### config.mk
export PLATFORM = sky130hd
export DESIGN_NAME = crash_detect
export DESIGN_NICKNAME = d
export VERILOG_FILES = /design/src/rtl/crash_detect.sv
export SDC_FILE = /design/constraint.sdc
export NUM_CORES = 1
export LEC_CHECK = 0
export ABC_AREA = 1
export CAP_MARGIN = 20
export CORE_MARGIN = 3
export CORE_UTILIZATION = 40
export DETAILED_ROUTE_END_ITERATION = 16
export DONT_BUFFER_PORTS = 1
export GPL_ROUTABILITY_DRIVEN = 0
export PLACE_DENSITY = 0.52
export SETUP_SLACK_MARGIN = 0.4
export SYNTH_ARGS = -nofsm -noshare
export SYNTH_HDL_FRONTEND = slang
export SYNTH_SLANG_ARGS = --single-unit
### constraint.sdc
create_clock -name clk_vga -period 2.8 [get_ports clk_vga]
set_input_delay 0.28 -clock clk_vga [delete_from_list [all_inputs] [get_ports clk_vga]]
set_output_delay 0.28 -clock clk_vga [all_outputs]
set_load 0.02 [all_outputs]
### src/rtl/crash_detect.sv
// Per-pixel collision detector between the enemy layers, my bullets and my plane.
// Crash pulses are combinational at the current scan position and rate-limited
// to one per type per frame. The block also tracks my-plane lives with an
// invincibility window and accumulates a saturating score.
module crash_detect #(
    parameter int unsigned NUM_TYPES      = 3,
    parameter int unsigned MAX_LIVES      = 3,
    parameter int unsigned LIFE_BIT_LEN   = 2,
    parameter int unsigned INVINC_FRAMES  = 120,
    parameter int unsigned INVINC_BIT_LEN = 7,
    parameter int unsigned SCORE_WIDTH    = 16,
    parameter int unsigned SCORE_STEP     = 1
) (
    input  logic                      clk_vga,
    input  logic                      rst,
    input  logic                      en_i,
    input  logic                      v_sync_i,
    input  logic [NUM_TYPES-1:0]      enemy_alpha_i,
    input  logic                      bullet_alpha_i,
    input  logic                      me_alpha_i,
    output logic [NUM_TYPES-1:0]      crash_enemy_bullet_o,
    output logic [NUM_TYPES-1:0]      crash_me_enemy_o,
    output logic                      crash_bullet_o,
    output logic                      me_invincible_o,
    output logic [LIFE_BIT_LEN-1:0]   lives_o,
    output logic [SCORE_WIDTH-1:0]    score_o,
    output logic                      game_over_o
);

    localparam int unsigned CNT_W = $clog2(NUM_TYPES + 1);
    localparam int unsigned SUM_W = SCORE_WIDTH + 1;

    typedef enum logic [1:0] {
        ME_ALIVE  = 2'd0,
        ME_INVINC = 2'd1,
        ME_DEAD   = 2'd2
    } me_state_t;

    me_state_t                 me_state, me_state_n;
    logic                      v_sync_q;
    logic                      frame_start;
    logic [NUM_TYPES-1:0]      bul_armed, bul_armed_n;
    logic [NUM_TYPES-1:0]      me_armed, me_armed_n;
    logic [LIFE_BIT_LEN-1:0]   lives_q, lives_n;
    logic [INVINC_BIT_LEN-1:0] inv_cnt, inv_cnt_n;
    logic                      inv_q;
    logic                      game_over_q;
    logic [SCORE_WIDTH-1:0]    score_q, score_n;
    logic [CNT_W-1:0]          hit_cnt;
    logic [SUM_W-1:0]          score_sum;

    // Falling edge of the active-low vertical sync marks a new frame
    always_ff @(posedge clk_vga or posedge rst) begin
        if (rst) v_sync_q <= 1'b1;
        else     v_sync_q <= v_sync_i;
    end

    assign frame_start = v_sync_q & ~v_sync_i;

    // Zero-latency crash pulses from the current-pixel alphas
    always_comb begin
        crash_enemy_bullet_o = {NUM_TYPES{~rst & en_i & bullet_alpha_i}}
                               & bul_armed & enemy_alpha_i;
        crash_me_enemy_o     = {NUM_TYPES{~rst & en_i & me_alpha_i & (me_state == ME_ALIVE)}}
                               & me_armed & enemy_alpha_i;
        crash_bullet_o       = |crash_enemy_bullet_o;
    end

    // Arm flags: re-armed each frame (wins over a same-cycle clear), cleared by a pulse
    always_comb begin
        bul_armed_n = bul_armed;
        me_armed_n  = me_armed;
        if (en_i) begin
            if (frame_start) begin
                bul_armed_n = '1;
                me_armed_n  = '1;
            end else begin
                bul_armed_n = bul_armed & ~crash_enemy_bullet_o;
                me_armed_n  = me_armed & ~crash_me_enemy_o;
            end
        end
    end

    // Saturating score update from the number of bullet hits this cycle
    always_comb begin
        hit_cnt = '0;
        for (int k = 0; k < NUM_TYPES; k++) begin
            hit_cnt = hit_cnt + CNT_W'(crash_enemy_bullet_o[k]);
        end
        score_sum = {1'b0, score_q} + (SUM_W'(hit_cnt) * SUM_W'(SCORE_STEP));
        score_n   = score_q;
        if (en_i) begin
            score_n = score_sum[SUM_W-1] ? '1 : score_sum[SCORE_WIDTH-1:0];
        end
    end

    // My-plane next state: lose a life on a body hit, then wait out invincibility
    always_comb begin
        me_state_n = me_state;
        lives_n    = lives_q;
        inv_cnt_n  = inv_cnt;
        if (en_i) begin
            case (me_state)
                ME_ALIVE: begin
                    if (|crash_me_enemy_o) begin
                        lives_n = lives_q - LIFE_BIT_LEN'(1);
                        if (lives_n == '0) begin
                            me_state_n = ME_DEAD;
                        end else begin
                            me_state_n = ME_INVINC;
                            inv_cnt_n  = '0;
                        end
                    end
                end
                ME_INVINC: begin
                    if (frame_start) begin
                        if (inv_cnt == INVINC_BIT_LEN'(INVINC_FRAMES - 1)) begin
                            me_state_n = ME_ALIVE;
                        end else begin
                            inv_cnt_n = inv_cnt + INVINC_BIT_LEN'(1);
                        end
                    end
                end
                ME_DEAD: begin
                    me_state_n = ME_DEAD;
                end
                default: begin
                    me_state_n = ME_ALIVE;
                end
            endcase
        end
    end

    // State registers; status flags follow the next state so they match me_state
    always_ff @(posedge clk_vga or posedge rst) begin
        if (rst) begin
            me_state    <= ME_ALIVE;
            bul_armed   <= '1;
            me_armed    <= '1;
            lives_q     <= LIFE_BIT_LEN'(MAX_LIVES);
            inv_cnt     <= '0;
            inv_q       <= 1'b0;
            game_over_q <= 1'b0;
            score_q     <= '0;
        end else begin
            me_state    <= me_state_n;
            bul_armed   <= bul_armed_n;
            me_armed    <= me_armed_n;
            lives_q     <= lives_n;
            inv_cnt     <= inv_cnt_n;
            inv_q       <= (me_state_n == ME_INVINC);
            game_over_q <= (me_state_n == ME_DEAD);
            score_q     <= score_n;
        end
    end

    assign me_invincible_o = inv_q;
    assign game_over_o     = game_over_q;
    assign lives_o         = lives_q;
    assign score_o         = score_q;

endmodule
# == Word-level counts from Yosys, hierarchy flattened ==
# Cells that the tools add are included.
# word_totals
ff_bits,36
input_bits,9
out_inout_bits,27
elab_cells,59
# op_classes
addsub,5
eq_ne,9
n_mux,14
n_bitwise,15
reduce_logical,7
# op_table
op,count
$mux 7,4
$and 3x3->3,6
$add 16x2->17,1
$mux 16,1
$pmux 7 s2,1
$mux 2,5
$add 7x1->7 const B,1
$eq 7x7->1 const B,1
$mux 3,2
$ne 2x2->1 const B,3
$not 3->3,2
$pmux 2 s3,1
$reduce_and 6->1,1
$reduce_or 3->1,2
$and 1x1->1,5
$eq 2x1->1 const B,2
$eq 2x2->1 const B,2
$logic_not 2->1,2
$reduce_and 3->1,1
$add 1x1->2,1
$add 2x1->2,1
$ne 2x1->1 const B,1
$not 1->1,2
$reduce_bool 2->1,1
$sub 2x1->2 const B,1

# == Longest topological paths before layout ==
# logic_depth
word_depth,11
mapped_depth,16
depth_no_buf,15

# == Worst setup path before layout ==
# No wires, ideal clock.
# synth_timing
path_type,in2reg
start,input port rst
end,register score_q[9] (netlist: score_o[9])
setup_time_ns,0.129
t_arrival_ns,3.246
required_time_ns,2.671
setup_slack_ns,-0.576
cell_stages,14
n_path_buf,1
path_cell_list,inv_1 -> nand3_1 -> inv_1 -> nand3_1 -> inv_1 -> fa_1 -> ha_1 -> fa_1 -> nand2_1 -> nor3_4 -> nand4_2 -> or2_4 -> buf_6 -> nand3_1
# synth_between
elab_chain_cells,9
# synth_rtl
item,line_no,rtl
start: declaration,15,"input logic rst,"
$not 1->1,62,crash_enemy_bullet_o = {NUM_TYPES{~rst & en_i & bullet_alpha_i}}
$and 1x1->1 (2 in series),62,
$and 3x3->3 (2 in series),63,& bul_armed & enemy_alpha_i;
net crash_enemy_bullet_o[1],21,"output logic [NUM_TYPES-1:0] crash_enemy_bullet_o,"
$add 1x1->2,88,hit_cnt = hit_cnt + CNT_W'(crash_enemy_bullet_o[k]);
$add 2x1->2,88,
$add 16x2->17,90,"score_sum = {1'b0, score_q} + (SUM_W'(hit_cnt) * SUM_W'(SCORE_STEP));"
$mux 16,93,score_n = score_sum[SUM_W-1] ? '1 : score_sum[SCORE_WIDTH-1:0];
end signal: assignment,153,score_q <= score_n;
end: declaration,48,"logic [SCORE_WIDTH-1:0] score_q, score_n;"
# The timed path passes the listed nets, and every way through them passes these cells.
# A chain may end at the register's enable or synchronous reset.

# == Final worst setup path ==
# layout_timing
start,register bul_armed[0]
end,register score_q[14] (netlist: score_o[14])
# layout_between
elab_chain_cells,6
# layout_rtl
item,line_no,rtl
start: declaration,42,"logic [NUM_TYPES-1:0] bul_armed, bul_armed_n;"
start signal: assignment,147,bul_armed <= bul_armed_n;
$and 3x3->3 (2 in series),63,
$add 1x1->2,88,
$add 2x1->2,88,
$add 16x2->17,90,
$mux 16,93,
# Every way passes these cells.

==> flow_summary_export.csv <==
group,metric,value,unit
outcome,status,"complete, no violations",
global_routing,overflow,0,
synthesis,yosys_warnings,0,
place,dp_slack,0.2662,ns
synthesis,async_flop_share,100.0,%
clock_tree,cts_tree,"built",
global_routing,grt_pass1_wl,7721,microns
synthesis,synth_top_area_share,33.50,%
timing,setup_violations,0,
timing,fmax,410.8,MHz
timing,finalCriticalPeriod,2.434,ns
timing,tns,0,ns
floorplan,num_rows,25,
worst_setup_path,crit_fanout,3,
min_path,hp-class,"in2async",
layout,drive_gt1_share,19.78,%
route,viasPerCell,4.900,
worst_setup_path,start_kind,"flop",
worst_setup_path,path_class,"reg2reg",
worst_setup_path,critPathCaptureType,"flop",
route,antenna_left,0,
timing,slew_headroom,68.46,%
synthesis,ys.flop_type,"dfrtp_1",
synthesis,synth.avg_cell_area,7.848,sq um
floorplan,die_y,77.01,microns
route,via_count,1666,
layout,syn2layout_area_growth,15.82,%
floorplan,die_area,0.005931,sq mm
worst_setup_path,reg2reg_depth,12,
clock_tree,cts.sinks,36,
layout,fill_cells,490,
global_routing,grt_max_degree,38,
worst_setup_path,regToRegStartpoint,"bul_armed[0]$_DFFE_PP1P_",
clock_tree,htreeDepth,2,
timing,rsz0062_at_grt,"true",
route,wl,4467,microns
synthesis,syn-num-nets,273,
run,cap_violations,0,
timing,fin_skew,0.004242,ns
timing,worst_pin_slew,0.4731,ns
clock_tree,numCtsBuffers,5,
synthesis,ys_seq_area_share,45.22,%
layout,nets,288,
place,dp_hpwl,3222,microns
clock_tree,clock_latency,0.28,ns
synthesis,syn_inst,257,
route,met1_length,1959,microns
floorplan,ioPinCount,36,
synthesis,yosysMostFrequentCell,"nand2_1",
timing,post-route-period-util,86.93,%
clock_tree,clkTransAtPathRegs,0.07,ns
route,drc_errors,0,
global_routing,antenna_found_initial,0,
power_and_ir_drop,power_density,493.7,mW/mm^2
synthesis,synth_area_leaders,"dfrtp_1 33%, nand2_1 13%, dfstp_2 12%",
timing,fin_ws,0.3659,ns
place,port_buffers,0,
global_routing,grt_pass1_vias,1631,
power_and_ir_drop,ir_drop,0.0002832,V
timing,slew_violations,0,
global_routing,track_usage,16.15,%
synthesis,yosysTopAreaCell,"dfrtp_1",
layout,antennaDiodeCount,0,
worst_setup_path,rrSetupSlack,0.37,ns
route,dr_wl_met3,247,microns
floorplan,fp.dieW,77.01,microns
synthesis,synth.distinct_cells,28,
synthesis,ys_ff_latch,36,
synthesis,synth_edf_count,0,
floorplan,core-area,0.004786,sq mm
worst_setup_path,cp.arrival,2.61,ns
route,firstDrtPassIters,4,
worst_setup_path,startpoint,"bul_armed[0]$_DFFE_PP1P_",
timing,hold_viol,0,
worst_setup_path,timing.rr.end,"score_o[14]$_DFFE_PP0P_",
route,wl_met2,2236,microns
power_and_ir_drop,cellLeakagePower,0.001181,uW
clock_tree,clockBufferDepth,2,
synthesis,synth_common_cells,"72 x nand2_1, 38 x inv_1, 27 x dfrtp_1",
clock_tree,cts_root_buffer,"clkbuf_8",
worst_setup_path,critical_path_required,2.98,ns
synthesis,netlist_area,0.002017,sq mm
floorplan,initial_utilization,42.14,%
route,top_layer,"met4",
layout,post-route-util,48.81,%
route,drt_iter0_drc,64,
route,wl_per_cell,13.14,microns
## critical path, stage by stage (launching register included)
cell,delay [ns]
dfstp_2,0.39
nand3_4,0.09
inv_4,0.04
fa_1,0.57
ha_4,0.15
fa_2,0.21
nand2_2,0.07
nor3_4,0.24
nand2_2,0.12
nor3_2,0.21
nand3_1,0.12
nand2_1,0.08
nand2_1,0.05
## final cells by class
| class | count | area, sq um | share of cell area, % |
|---|---|---|---|
| multi-input cells | 181 | 1032 | 44.19 |
| flip-flops and latches | 36 | 912.1 | 39.05 |
| inverters | 38 | 148.9 | 6.374 |
| well taps | 67 | 83.83 | 3.589 |
| repair buffers | 10 | 77.57 | 3.321 |
| clock buffers | 7 | 76.32 | 3.267 |
| clock inverters | 1 | 5.005 | 0.2142 |
## metal layers
| layer | track usage (%) | up-vias |
|---|---|---|
| met5 | 0 | - |
| met4 | 4.270 | 0 |
| met3 | 5.399 | 2 |
| met2 | 27.53 | 33 |
| met1 | 19.54 | 780 |
| li1 | - | 851 |
## per-stage QoR
stage | std cells | area [sq um] | hold slack, ns | power [uW]
floorplan | 257 | 2058 | 0.2419 | 758.1
global placement | 325 | 2151 | 0.2846 | 792.1
detailed placement | 325 | 2151 | 0.2846 | 792.6
CTS | 335 | 2251 | 0.06035 | 1156
global route | 340 | 2336 | 0.06422 | 1228
finish | 340 | 2336 | 0.03400 | 1153
## worst max-delay path by stage
stage / cells past startpoint / to / slack, ns
final: 12 / score_o[14]$_DFFE_PP0P_ / 0.37
after global routing: 12 / score_o[8]$_DFFE_PP0P_ / 0.25
after CTS: 12 / score_o[8]$_DFFE_PP0P_ / 0.36
after floorplan: 14 / score_o[11]$_DFFE_PP0P_ / -0.18
after global placement: 15 / score_o[8]$_DFFE_PP0P_ / 0.32
after detailed placement: 15 / score_o[8]$_DFFE_PP0P_ / 0.27
## cells by family after synthesis
kind of cell	count (synthesis)	share of synthesized area, %
buf+inv	41	8.126
compound gates	24	6.452
xor+xnor	6	2.605
simple gates	143	32.51
flops	36	45.22
fa+ha+maj	7	5.087
## placed cells by master, fill, tap and decap left out, types with 3 or more instances in the layout
| cell | instances |
|---|---|
| nor2_1 | 22 |
| ha_1 | 4 |
| nand3_1 | 15 |
| o21ai_2 | 3 |
| o21ai_0 | 10 |
| nand2_1 | 70 |
| nand2_2 | 4 |
| nand3_2 | 7 |
| dfrtp_1 | 27 |
| xor2_1 | 6 |
| clkbuf_8 | 5 |
| dfstp_2 | 9 |
| buf_4 | 9 |
| inv_1 | 34 |
| nand4_1 | 7 |
| nor3_1 | 7 |
| a21oi_1 | 7 |
## registers in the layout, indices dropped and copies added, names as in the netlist
name and count:
inv_cnt 7, score_o 16, me_invincible_o 1, bul_armed 3
v_sync_q 1, me_armed 3, game_over_o 1, me_state 2
lives_o 2
## power breakdown
group	leakage, uW	switching, uW	total (uW)	internal [uW]
combinational	0.000694	80.4	140	59.4
sequential	0.000445	95.8	660	565
clock	0.0000422	178	353	175
total	0.00118	355	1150	799
## what timing repair did
item,CTS,global route
endpoints found under the hold margin,1,0
hold buffers,1,0
pin swaps,0,10
cloned,1,0
resized for setup,1,13
setup buffers,0,5
setup endpoints to repair,13,16
Power figures use the tool's default switching activity.
